## src/rtl/seg_scan_ctrl.sv

```systemverilog
// Four-digit seven-segment scan controller: double-buffers digit patterns,
// swaps them in at frame boundaries and scans digits with a blanking gap.
module seg_scan_ctrl #(
    parameter int SCAN_DIV      = 100000,
    parameter int BLANK_CYC     = 1000,
    parameter int AN_ACTIVE_LOW = 1
) (
    input  logic       clk,
    input  logic       rst,
    input  logic       load,
    input  logic [6:0] cx1,
    input  logic [6:0] cx2,
    input  logic [6:0] cx3,
    input  logic [6:0] cx4,
    input  logic       hi,
    input  logic [3:0] dig_en,
    output logic [6:0] seg,
    output logic [3:0] an,
    output logic       load_ack,
    output logic       upd_pend,
    output logic       frame_done
);

    localparam int            CW        = $clog2(SCAN_DIV);
    localparam logic [CW-1:0] CNT_LAST  = CW'(SCAN_DIV - 1);
    localparam logic [CW-1:0] CNT_BLANK = CW'(BLANK_CYC);
    localparam logic [3:0]    AN_OFF    = (AN_ACTIVE_LOW != 0) ? 4'hF : 4'h0;

    logic [CW-1:0] cnt;
    logic [1:0]    idx;
    logic [6:0]    disp   [4];
    logic [6:0]    shadow [4];
    logic [6:0]    cx_in  [4];
    logic [6:0]    seg_r;
    logic [3:0]    an_sel;
    logic [3:0]    an_next;
    logic          boundary;
    logic          drive;

    always_comb begin
        cx_in[0] = cx1;
        cx_in[1] = cx2;
        cx_in[2] = cx3;
        cx_in[3] = cx4;
    end

    assign boundary = (idx == 2'd3) && (cnt == CNT_LAST);
    assign drive    = (cnt >= CNT_BLANK);

    always_comb begin
        an_sel = 4'b0000;
        if (drive && dig_en[idx]) begin
            an_sel[idx] = 1'b1;
        end
        an_next = (AN_ACTIVE_LOW != 0) ? ~an_sel : an_sel;
    end

    // Slot counter and digit index free-run; idx wraps naturally at 3.
    always_ff @(posedge clk or posedge rst) begin
        if (rst) begin
            cnt <= '0;
            idx <= 2'd0;
        end else if (cnt == CNT_LAST) begin
            cnt <= '0;
            idx <= idx + 2'd1;
        end else begin
            cnt <= cnt + 1'b1;
        end
    end

    // A load coinciding with the boundary bypasses the shadow so the new
    // pattern still lands in the very next frame with nothing left pending.
    always_ff @(posedge clk or posedge rst) begin
        if (rst) begin
            for (int i = 0; i < 4; i++) begin
                disp[i]   <= '0;
                shadow[i] <= '0;
            end
            upd_pend <= 1'b0;
            load_ack <= 1'b0;
        end else begin
            load_ack <= load;
            if (load) begin
                for (int i = 0; i < 4; i++) begin
                    shadow[i] <= cx_in[i];
                end
            end
            if (boundary && load) begin
                for (int i = 0; i < 4; i++) begin
                    disp[i] <= cx_in[i];
                end
                upd_pend <= 1'b0;
            end else if (boundary) begin
                if (upd_pend) begin
                    for (int i = 0; i < 4; i++) begin
                        disp[i] <= shadow[i];
                    end
                end
                upd_pend <= 1'b0;
            end else if (load) begin
                upd_pend <= 1'b1;
            end
        end
    end

    always_ff @(posedge clk or posedge rst) begin
        if (rst) begin
            seg_r      <= '0;
            an         <= AN_OFF;
            frame_done <= 1'b0;
        end else begin
            seg_r      <= drive ? disp[idx] : 7'h00;
            an         <= an_next;
            frame_done <= boundary;
        end
    end

    // Polarity is applied after the register so hi acts in the same cycle.
    assign seg = seg_r ^ {7{~hi}};

endmodule

```

## config.mk

```make
export PLATFORM = sky130hd
export DESIGN_NAME = seg_scan_ctrl
export DESIGN_NICKNAME = d
export VERILOG_FILES = /design/src/rtl/seg_scan_ctrl.sv
export SDC_FILE = /design/constraint.sdc
export NUM_CORES = 1
export LEC_CHECK = 0
export CORE_MARGIN = 3
export CORE_UTILIZATION = 61
export CTS_BUF_LIST = sky130_fd_sc_hd__clkbuf_8
export CTS_CLUSTER_DIAMETER = 40
export DETAILED_ROUTE_END_ITERATION = 7
export HOLD_SLACK_MARGIN = 0.08
export PLACE_DENSITY = 0.87
export SYNTH_ARGS = -nofsm -noshare
export SYNTH_HDL_FRONTEND = slang
export SYNTH_SLANG_ARGS = --single-unit
```

## constraint.sdc

```tcl
create_clock -name clk -period 6.2 [get_ports clk]
set_input_delay 0.62 -clock clk [delete_from_list [all_inputs] [get_ports clk]]
set_output_delay 0.62 -clock clk [all_outputs]
set_load 0.02 [all_outputs]
```

==> impl_metrics.json <==
{
  "layout_setup_ws_ns": 3.26,
  "syn_area_sq_mm": 0.00386,
  "p_int_mw": 0.844,
  "worst_hold_path_type": "reg -> reg",
  "die_w_um": 85.6,
  "clock.fmax_mhz": 340,
  "highest_layer": "met4",
  "min_period_over_period_pct": 47.4,
  "clk_pin_slew_worst_paths_ns": 0.09,
  "startpoint": "hi",
  "clkLatencyLatePin_ns": 0.35,
  "path_delay_family": "buffers and inverters",
  "slowest_delay_ns": 0.68,
  "critPathMostFrequentCell": "clkdlybuf4s50_1",
  "post_cts_buffers": 0,
  "pwr-share-clk_pct": 35.8,
  "n_antenna_cell": 0,
  "num_rows": 28,
  "power_mw": 1.08,
  "drt_iter0_markers": 162,
  "worst-path-max-fanout": 7,
  "crit_path_end": "seg[1]",
  "vias": 2349,
  "cts_tree": "built",
  "reg2reg_to": "disp[21]",
  "boundaryPins": 50,
  "dpl_cell_area_sq_mm": 0.00441,
  "dp_cells": 390,
  "p_leak_nw": 2.01,
  "synthFlopType": "dfrtp_1",
  "setup_viol": 0,
  "place.gp.congestion": 0.812,
  "wl_met1_mm": 3.15,
  "postRouteWirelength_mm": 7.13,
  "min_period_ns": 2.94,
  "status": "complete, no violations",
  "routedWlPerCell_um": 17.6,
  "yosysUniqueCellTypes": 38,
  "path_class": "in -> out",
  "drv_cap": 0,
  "initial_utilization_pct": 64.1,
  "switchingPower_mw": 0.240,
  "layout.cells.non_filler": 406,
  "holdWs_ns": 0.493,
  "clock_sinks": 89,
  "grt_first_pass_wirelength_mm": 11.8,
  "arrival_ns": 2.32,
  "finClkSkew_ns": 0.00942,
  "multi_input_area_sq_mm": 0.00154,
  "ys_seq_elements": 89,
  "grt_max_degree": 90,
  "gr-total-overflow": 0,
  "coreArea_sq_mm": 0.00603,
  "fill_cells": 392,
  "cts_root_buffer": "clkbuf_8",
  "drc": 0,
  "grt_pass1_vias": 2484,
  "die_h_um": 85.6,
  "hpwl_mm": 4.82,
  "design.die.area_sq_mm": 0.00732,
  "synth_fp_nets": 317,
  "required_ns": 5.58,
  "synthCells": 275,
  "met2_length_mm": 3.56,
  "ctsHoldBuffers": 0,
  "path_depth": 3,
  "rsz0062_at_grt": "no",
  "syn2layout_area_growth_pct": 19.2,
  "hold_viol_final": 0,
  "ys_seq_area_share_pct": 57.8,
  "rrSetupSlack_ns": 3.55,
  "startpoint_type": "primary input",
  "r2r_start": "cnt[12]",
  "yosysWarnings": 0,
  "dp_slack_ns": 3.27,
  "route.met3.wl_um": 313,
  "tritoncts.num_buffers": 9,
  "cts_buffer_depth": 2,
  "antenna_left": 0,
  "dr.pass1.iters": 4,
  "combPwrFrac_pct": 7.9,
  "grt_antenna_before_repair": 0,
  "seqCellArea_sq_mm": 0.00223,
  "htree_levels": 3,
  "crit_slowest_cell": "clkdlybuf4s50_1",
  "ctsResizeCount": 0,
  "p_seq_share_pct": 56.2,
  "path_cells": "clkdlybuf4s50_1 -> xnor2_1 -> clkdlybuf4s50_1",
  "portBuffers": 49,
  "synth-edff-count": 0,
  "critPathBufInv": 2,
  "swShare_pct": 22.1,
  "slew_headroom_pct": 28.7,
  "design_area_sq_mm": 0.00460,
  "viasPerCell": 5.79,
  "end_kind": "output pin",
  "drv_slew": 0,
  "worst_r2r_path_depth": 5,
  "power_density_mw_per_mm2": 235,
  "setup_tns_ns": 0,
  "layout-drive-gt1-share_pct": 25.4,
  "post-route-util_pct": 76.4,
  "tightest_slew_ns": 1.07,
  "num-nets-final": 368,
  "ir_drop_mv": 0.238,
  "async_flop_share_pct": 100,
  "synth.avg_cell_area_sq_um": 14.0,
  "grt_usage_pct": 21.2
}
==> worst min path at each step <==
stage,start,endpoint,slack (ns),cells past startpoint
2_1_floorplan,disp[11],disp[11],0.45,1
3_3_place_gp,disp[25],disp[25],0.47,1
3_5_place_dp,disp[25],disp[25],0.47,1
4_1_cts,disp[25],disp[25],0.50,1
5_1_grt,cnt[0],cnt[0],0.52,1
6_report,disp[25],disp[25],0.49,1
==> sequential cells by signal, summed over array words and instances, names as in the netlist <==
signal      flops
frame_done      1
idx             2
shadow         28
an              4
load_ack        1
upd_pend        1
disp           28
seg_r           7
cnt            17
==> power groups by stage <==
| stage | logic [mW] | clock network [mW] | registers, mW |
|---|---|---|---|
| after global routing | 0.0939 | 0.427 | 0.611 |
| after floorplan | 0.0488 | 0 | 0.618 |
| after global placement | 0.0848 | 0 | 0.619 |
| after detailed placement | 0.0871 | 0 | 0.620 |
| final | 0.0861 | 0.388 | 0.609 |
| after CTS | 0.0876 | 0.400 | 0.609 |
==> final cells by class <==
class / count / share of cell area, %
repair buffers: 53 / 11.2
flip-flops and latches: 89 / 48.5
multi-input cells: 166 / 33.4
clock inverters: 6 / 1.28
well taps: 75 / 2.04
inverters: 7 / 0.598
clock buffers: 10 / 2.99
==> per-layer routing <==
layer	vias to the layer above	global-route usage, %
met1	1206	27.1
li1	1084	-
met3	11	5.57
met2	48	34.5
met5	-	0
met4	0	9.06
==> cell usage in the layout, fill, tap and decap left out, types with 10 or more instances in the layout <==
cell and n:
xnor2_1 16, dfrtp_1 85, mux2_2 35, mux2_4 12, nand2_1 12, clkbuf_8 10, clkdlybuf4s50_1 48, nor2_1 10
nor2b_1 10
==> cells in the mapped netlist (all sizes together) (7+ instances only) <==
cell,n,area [sq um]
nor2,10,37.5
nand2,12,45.0
mux4,8,180
xnor2,16,140
nor2b,10,62.6
inv,7,26.3
a22oi,8,60.1
clkbuf,7,26.3
mux2,47,574
o2bb2ai,8,70.1
dfrtp,85,2130
==> cell families (layout without fill, tap and decap cells) <==
family	after synthesis	count (layout)	synth area share (%)
compound gates	25	25	4.86
xor+xnor	20	20	4.53
fa+ha+maj	6	6	1.94
buf+inv	20	76	2.36
flops	89	89	57.8
mux	55	55	19.5
simple gates	60	60	8.97
Note: power is estimated with default switching activity, not from simulation.
